[src/rtl/alu_32_bits_pkg.sv]
// Shared ALU definitions: operation encoding and datapath constants.
package alu_pkg;

    localparam int unsigned ALU_WIDTH = 32;
    localparam logic [ALU_WIDTH-1:0] DIV0_RESULT = '1;

    typedef enum logic [2:0] {
        OP_NOT = 3'd0,
        OP_OR  = 3'd1,
        OP_AND = 3'd2,
        OP_NEG = 3'd3,
        OP_ADD = 3'd4,
        OP_SUB = 3'd5,
        OP_MUL = 3'd6,
        OP_DIV = 3'd7
    } alu_op_e;

endpackage

[src/rtl/alu_32_bits_comb.sv]
// Combinational ALU datapath: next result and, with ALU_FLAGS_EN, the status flags.
module alu_32_bits_comb
    import alu_pkg::*;
#(
    parameter int unsigned WIDTH = ALU_WIDTH
) (
    input  logic [WIDTH-1:0] a_i,
    input  logic [WIDTH-1:0] b_i,
    input  logic [2:0]       sel_i,
    output logic [WIDTH-1:0] result_o
`ifdef ALU_FLAGS_EN
    ,
    output logic             zero_o,
    output logic             carry_o,
    output logic             overflow_o,
    output logic             div_by_zero_o
`endif
);

    alu_op_e        op;
    logic [WIDTH:0] sum;
    logic           carry;
    logic           overflow;
    logic           div_by_zero;

    assign op = alu_op_e'(sel_i);

    always_comb begin
        result_o    = '0;
        sum         = '0;
        carry       = 1'b0;
        overflow    = 1'b0;
        div_by_zero = 1'b0;
        unique case (op)
            OP_NOT: result_o = ~a_i;
            OP_OR:  result_o = a_i | b_i;
            OP_AND: result_o = a_i & b_i;
            OP_NEG: result_o = ~a_i + 1'b1;
            OP_ADD: begin
                sum      = {1'b0, a_i} + {1'b0, b_i};
                result_o = sum[WIDTH-1:0];
                carry    = sum[WIDTH];
                overflow = (a_i[WIDTH-1] == b_i[WIDTH-1]) && (result_o[WIDTH-1] != a_i[WIDTH-1]);
            end
            OP_SUB: begin
                // a + ~b + 1 so the carry-out is the borrow-not
                sum      = {1'b0, a_i} + {1'b0, ~b_i} + {{WIDTH{1'b0}}, 1'b1};
                result_o = sum[WIDTH-1:0];
                carry    = sum[WIDTH];
                overflow = (a_i[WIDTH-1] != b_i[WIDTH-1]) && (result_o[WIDTH-1] != a_i[WIDTH-1]);
            end
            OP_MUL: result_o = a_i * b_i;
            OP_DIV: begin
                if (b_i == '0) begin
                    result_o    = '1;
                    div_by_zero = 1'b1;
                end else begin
                    result_o = a_i / b_i;
                end
            end
        endcase
    end

`ifdef ALU_FLAGS_EN
    assign zero_o        = (result_o == '0);
    assign carry_o       = carry;
    assign overflow_o    = overflow;
    assign div_by_zero_o = div_by_zero;
`else
    logic unused_flags;
    assign unused_flags = carry ^ overflow ^ div_by_zero ^ sum[WIDTH];
`endif

endmodule

[src/rtl/alu_32_bits.sv]
// Eight-function ALU with one-cycle registered result; status flags exist only
// when ALU_FLAGS_EN is defined.
module alu_32_bits
    import alu_pkg::*;
#(
    parameter int unsigned WIDTH = ALU_WIDTH
) (
    input  logic             clk,
    input  logic             rst,
    input  logic [WIDTH-1:0] a,
    input  logic [WIDTH-1:0] b,
    input  logic [2:0]       sel,
    input  logic             in_valid,
    output logic [WIDTH-1:0] out,
    output logic             out_valid
`ifdef ALU_FLAGS_EN
    ,
    output logic             div_by_zero,
    output logic             zero,
    output logic             carry,
    output logic             overflow
`endif
);

    logic [WIDTH-1:0] out_d, out_q;
    logic             valid_q;

`ifdef ALU_FLAGS_EN
    logic zero_d, carry_d, overflow_d, dbz_d;
    logic zero_q, carry_q, overflow_q, dbz_q;
`endif

    alu_32_bits_comb #(
        .WIDTH(WIDTH)
    ) u_comb (
        .a_i           (a),
        .b_i           (b),
        .sel_i         (sel),
        .result_o      (out_d)
`ifdef ALU_FLAGS_EN
        ,
        .zero_o        (zero_d),
        .carry_o       (carry_d),
        .overflow_o    (overflow_d),
        .div_by_zero_o (dbz_d)
`endif
    );

    always_ff @(posedge clk) begin
        if (rst) begin
            out_q      <= '0;
            valid_q    <= 1'b0;
`ifdef ALU_FLAGS_EN
            zero_q     <= 1'b0;
            carry_q    <= 1'b0;
            overflow_q <= 1'b0;
            dbz_q      <= 1'b0;
`endif
        end else begin
            valid_q <= in_valid;
            if (in_valid) begin
                out_q      <= out_d;
`ifdef ALU_FLAGS_EN
                zero_q     <= zero_d;
                carry_q    <= carry_d;
                overflow_q <= overflow_d;
                dbz_q      <= dbz_d;
`endif
            end
        end
    end

    assign out       = out_q;
    assign out_valid = valid_q;
`ifdef ALU_FLAGS_EN
    assign zero        = zero_q;
    assign carry       = carry_q;
    assign overflow    = overflow_q;
    assign div_by_zero = dbz_q;
`endif

endmodule

[config.mk]
export PLATFORM = sky130hd
export DESIGN_NAME = alu_32_bits
export DESIGN_NICKNAME = d
export VERILOG_FILES = /design/src/rtl/alu_32_bits_pkg.sv /design/src/rtl/alu_32_bits_comb.sv /design/src/rtl/alu_32_bits.sv
export SDC_FILE = /design/constraint.sdc
export NUM_CORES = 2
export LEC_CHECK = 0
export CAP_MARGIN = 40
export CORE_MARGIN = 5
export CORE_UTILIZATION = 55
export CTS_CLUSTER_DIAMETER = 50
export CTS_CLUSTER_SIZE = 40
export DETAILED_ROUTE_END_ITERATION = 16
export PLACE_DENSITY_LB_ADDON = 0.05
export SYNTH_ARGS = -nofsm -noshare
export SYNTH_HDL_FRONTEND = slang
export SYNTH_SLANG_ARGS = --single-unit
[constraint.sdc]
create_clock -name clk -period 111.1 [get_ports clk]
set_input_delay 33.33 -clock clk [delete_from_list [all_inputs] [get_ports clk]]
set_output_delay 33.33 -clock clk [all_outputs]
set_load 0.005 [all_outputs]
Word-level counts from Yosys, hierarchy flattened
Cells that the tools add are included.
- bits in registers: 33
- output and inout bits: 33
- logic and storage cells: 23
- $add $sub $neg: 4
- $mul: 1
- div/mod/pow operators: 1
- eq/ne operators: 7
- mux-type cells: 2
- bitwise logic cells: 4
- reduce and logical (&&, ||, !) cells: 2
- operators with widths (cell ; count):
    $pmux W32 S8 ; 1
    $add A32 B1 Y32 const B ; 2
    $add A32 B32 Y32 ; 2
    $not A32 Y32 ; 2
    $and A32 B32 Y32 ; 1
    $div A32 B32 Y32 ; 1
    $logic_not A32 Y1 ; 1
    $mul A32 B32 Y32 ; 1
    $mux W32 ; 1
    $or A32 B32 Y32 ; 1
    $eq A3 B3 Y1 const B ; 4
    $eq A3 B2 Y1 const B ; 2
    $eq A3 B1 Y1 const B ; 1
    $logic_not A3 Y1 ; 1

Logic depth before layout (Yosys ltp)
- depth in word-level cells: 4
- mapped depth: 332
- gate-level depth less buffers: 304

Modules after synthesis
A second synthesis with hierarchy kept.
- cell total of the unflattened synthesis: 7059
- area total of the unflattened synthesis: 50818.7 µm²
- modules (own cells, without submodules) (module ; times used ; cells an instance ; area an instance (µm²) ; sequential area each (µm²)):
    alu_32_bits_comb ; 1 ; 6953 ; 49616.3 ; 0.0
    alu_32_bits ; 1 ; 106 ; 1202.4 ; 660.6

Least setup slack after synthesis
No wires, ideal clock.
- kind: input to register
- from: in b[0]
- to: reg out_q[0], in the netlist out[0]
- setup time: 120 ps
- arrival: 101156 ps
- slack: 9825 ps
- cell stages on the path: 308
- path buffers: 41
- cells stage by stage: clkbuf_1 -> inv_1 -> buf_1 -> ha_1 -> and4_1 -> nand4_1 -> a22oi_1 -> ha_1 -> o21a_1 -> o21ai_0 -> nor2_1 -> nor2_1 -> a21oi_1 -> ha_1 -> o21a_1 -> o211ai_1 -> a2111oi_0 -> a221oi_1 -> (+272 left out) -> clkbuf_1 -> nand2_1 -> o21ai_0 -> ha_1 -> a21boi_0 -> o21a_1 -> o21a_1 -> o21a_1 -> o21a_1 -> o21ai_0 -> nand2b_1 -> a21oi_1 -> o21ai_0 -> nand2_1 -> nand3_1 -> a31oi_1 -> nor3_1 -> o31a_1
- longest elaborated chain between the ends: 4
- ends and longest elaborated chain (item ; RTL line ; RTL):
    start, declared ; alu_32_bits.sv:11 ; input logic [WIDTH-1:0] b,
    branches (longest 3 deep; another with $div A32 B32 Y32) ; -- ;
    $pmux W32 S8 * ; alu_32_bits_comb.sv:34 ; unique case (op)
    end signal, assigned ; alu_32_bits.sv:62 ; out_q <= out_d;
    end, declared ; alu_32_bits.sv:25 ; logic [WIDTH-1:0] out_d, out_q;
Every way passes the cells marked *.
A chain may end at the register's enable or synchronous reset.

Final worst setup path
- from: in b[27]
- to: reg out_q[0], in the netlist out[0]
- longest elaborated chain between the ends: 3
- ends and longest elaborated chain (item ; RTL line ; RTL):
    $div A32 B32 Y32 / $logic_not A32 Y1 (equally long branches) ; alu_32_bits_comb.sv:58, alu_32_bits_comb.sv:54 ;
    $mux W32 * ; alu_32_bits_comb.sv:54 ; if (b_i == '0) begin
    $pmux W32 S8 * ; alu_32_bits_comb.sv:34 ;
Mark *: on every way between the ends. The rest lies on a longest branch, timed or not.

==> impl_metrics.csv <==
group,metric,value,unit
outcome,outcome,"finished, final reports clean",
clock_tree,cts_inserted_buffers,5,
floorplan,die_y,316,um
logic_synthesis,ys_types,97,
worst_setup_path,worstPathMaxFanout,40,
worst_setup_path,critPathBufInv,24,
worst_setup_path,critPathSlowestCell,"clkdlybuf4s50_1",
job,cap_violations,0,
placed_design,post-place-ws,-1980,ps
global_routing,grt_busiest_layer,"met2",
clock_tree,clkSinkCount,33,
worst_setup_path,cpMostUsedCell,"ha_1",
detailed_routing,routed_wirelength,239000,um
worst_setup_path,reg2reg_to,"out[12]",
worst_setup_path,worst_setup_path_start_kind,"input port",
floorplan,die_w,316,um
placed_design,dp_hpwl,186000,um
timing,skew,0,ps
logic_synthesis,synth_fp_nets,8454,
logic_synthesis,syn_area,0.0515,mm2
worst_setup_path,reg2reg_depth,2,
placed_design,numPortBuffers,102,
timing,slew_viol_final,0,
worst_setup_path,required,111300,ps
logic_synthesis,seq_area_frac_synth,0.0128,
clock_tree,htree_levels,2,
global_routing,grtUsageMet3,0.145,
logic_synthesis,synth_edf_count,0,
timing,fmax,9.28,MHz
logic_synthesis,synth_top_family_by_area,"adder cells",
floorplan,num_rows,112,
logic_synthesis,synthAdderAreaFrac,0.341,
layout,final_util,0.593,
layout,nNetsFinal,8476,
timing,setup_violations,0,
clock_tree,cts_tree,"done",
worst_setup_path,endpoint_kind,"flip-flop",
power_and_ir_drop,power.density,27.2,mW/mm2
logic_synthesis,synthArstFlopShare,0,
global_routing,grt_usage,0.458,
logic_synthesis,avgSynthCellArea,7.13,um2
logic_synthesis,yosys_warnings,0,
worst_setup_path,path_delay_family,"compound AO/OA/AOI/OAI gates",
layout,regArea,661,um2
global_routing,grt_max_degree,42,
power_and_ir_drop,leakagePower,26.2,nW
timing,maxSlewHeadroom,0.274,
floorplan,start_util,0.553,
worst_setup_path,r2r_slack,110250,ps
layout,multi_input_area,0.0475,mm2
global_routing,met2_usage,0.671,
layout,design_area,0.0552,mm2
floorplan,die_area,0.0999,mm2
global_routing,grt_overflow_total,0,
logic_synthesis,synthFlopType,"dfxtp_1",
power_and_ir_drop,ir_drop,0.000121,V
logic_synthesis,synth-simple-area-share,0.221,
timing,fin_tns_setup,0,ps
power_and_ir_drop,total_power,1.50,mW
detailed_routing,wl_per_cell,28.1,um
clock_tree,clk-insertion-delay-late,300,ps
clock_tree,clk_pin_slew,60,ps
timing,tightest_slew,1090,ps
hold_path,hold_depth,2,
floorplan,design.core.area,0.0932,mm2
detailed_routing,routed_via_density,6.81,
worst_setup_path,crit_arrival,107960,ps
worst_setup_path,path_class,"in2reg",
global_routing,grt.met1_usage,0.604,
timing,hold_violations,0,
clock_tree,cts_root_buffer,"clkbuf_16",
timing,period_needed,107760,ps
detailed_routing,detail_route.iter0.violations,8079,
global_routing,grt_pass1_vias,54900,
layout,drive_above_1_share,0.0666,
global_routing,grt_antenna_before_repair,15,
logic_synthesis,synth_seq_cells,33,
global_routing,grt_pass1_wl,348000,um
layout,syn_to_final_growth,7.15,%
worst_setup_path,worstReg2RegStart,"out[12]",
logic_synthesis,synth_compound_area_frac,0.248,
detailed_routing,drc,0,
floorplan,pin_count,103,
hold_path,hold_class,"reg2reg",
hold_path,min_to,"out[11]",
timing,fin_crit_sh,0.970,
layout,fillers,8925,
detailed_routing,vias,57900,
logic_synthesis,synthMuxAreaShare,0.0242,
worst_setup_path,cp-startpoint,"b[27]",
layout,mostFrequentLayoutCells,"nand2_1 (953), ha_1 (750), nor2_1 (681)",
placed_design,post_dp_cell_area,0.0546,mm2
detailed_routing,drt_first_pass_iters,9,
hold_path,hold_start,"out[11]",
detailed_routing,antenna_left,0,
timing,setup_ws,3340,ps
clock_tree,clock_path_buffers,2,
worst_setup_path,max_stage_delay,880,ps
placed_design,gp_congestion,1.08,
logic_synthesis,syn_inst,7224,
logic_synthesis,synthXorXnorAreaFrac,0.0790,
layout,final_common_cell,"nand2_1",
## report_power, final
part / total, mW / switching, mW / internal (mW)
clock network: 0.0190 / 0.00774 / 0.0113
logic: 1.46 / 0.877 / 0.586
registers: 0.0180 / 0.00307 / 0.0150
## synthesized netlist by cell type, drive strengths merged, types with 15 or more instances
cell type	count	share of area
o211a	15	0.0029
mux2	59	0.013
a22oi	16	0.0023
buf	66	0.0051
clkbuf	242	0.018
xor2	150	0.025
a21boi	46	0.0067
a211oi	62	0.0092
a2111oi	21	0.0037
o211ai	84	0.013
nand2	957	0.070
or3	68	0.0083
or2	56	0.0068
nand2b	58	0.0070
nor4	45	0.0063
o22ai	21	0.0025
a31o	16	0.0027
fa	410	0.16
a21o	186	0.027
a31oi	83	0.010
inv	690	0.050
o2111ai	17	0.0029
nand4	54	0.0066
xnor2	315	0.054
and4	17	0.0029
a221o	20	0.0039
o21ai	353	0.034
ha	750	0.18
nor2b	56	0.0068
dfxtp	33	0.013
o21a	139	0.020
a21oi	514	0.050
mux2i	58	0.011
or4	15	0.0023
and2	52	0.0063
a211o	18	0.0031
o311ai	20	0.0034
o21bai	42	0.0061
nand3	157	0.015
nor2	687	0.050
nor3	197	0.019
a221oi	46	0.0078
o31ai	54	0.0079
and3	46	0.0056
## per-stage QoR
step	hold slack, ps	std cells
after global placement	452	8462
after floorplan	457	7224
after global routing	480	8504
after detailed placement	461	8477
after CTS	469	8486
final	469	8506
## cells by family after synthesis
kind of cell	after synthesis
simple gates	2511
flops	33
mux	117
compound gates	1930
fa+ha+maj	1160
xor+xnor	465
buf+inv	1008
## flip-flops by register name, indices dropped and copies added, names as in the netlist
name       cells
out           32
out_valid      1
## worst min-delay path: stages (launching register included)
cell     delay (ps)
dfxtp_1         310
nand2_1          60
a21oi_1          50
## area by class of cell
cell class | instances | area share
multi-input cells | 6184 | 0.860
inverters | 700 | 0.0476
clock buffers | 7 | 0.00258
flip-flops and latches | 33 | 0.0120
clock inverters | 1 | 0.000544
repair buffers | 322 | 0.0488
well taps | 1254 | 0.0284
diodes | 5 | 0.000227
## per-layer routing
metal | share of wire | vias up
li1 | - | 25300
met1 | 0.38 | 27300
met2 | 0.40 | 4287
met3 | 0.15 | 964
met4 | 0.071 | 10
met5 | 0.00029 | -
## repair_timing
item | in CTS | in global routing
hold buffers | 0 | 0
cloned | 1 | 0
buffers inserted | 0 | 12
gates resized for setup | 11 | 70
pin swaps | 1 | 6
endpoints found under the setup margin | 1 | 3
endpoints found under the hold margin | 0 | 0
## how the worst max path moves through the flow
| stage | cells after the start | slack [ps] | endpoint |
|---|---|---|---|
| after floorplan | 308 | 9820 | out[0] |
| after global placement | 287 | -2000 | out[0] |
| after detailed placement | 287 | -1980 | out[0] |
| after CTS | 295 | 60 | out[0] |
| after global routing | 304 | -130 | out[0] |
| final | 298 | 3340 | out[0] |
Note: power is estimated with default switching activity, not from simulation.
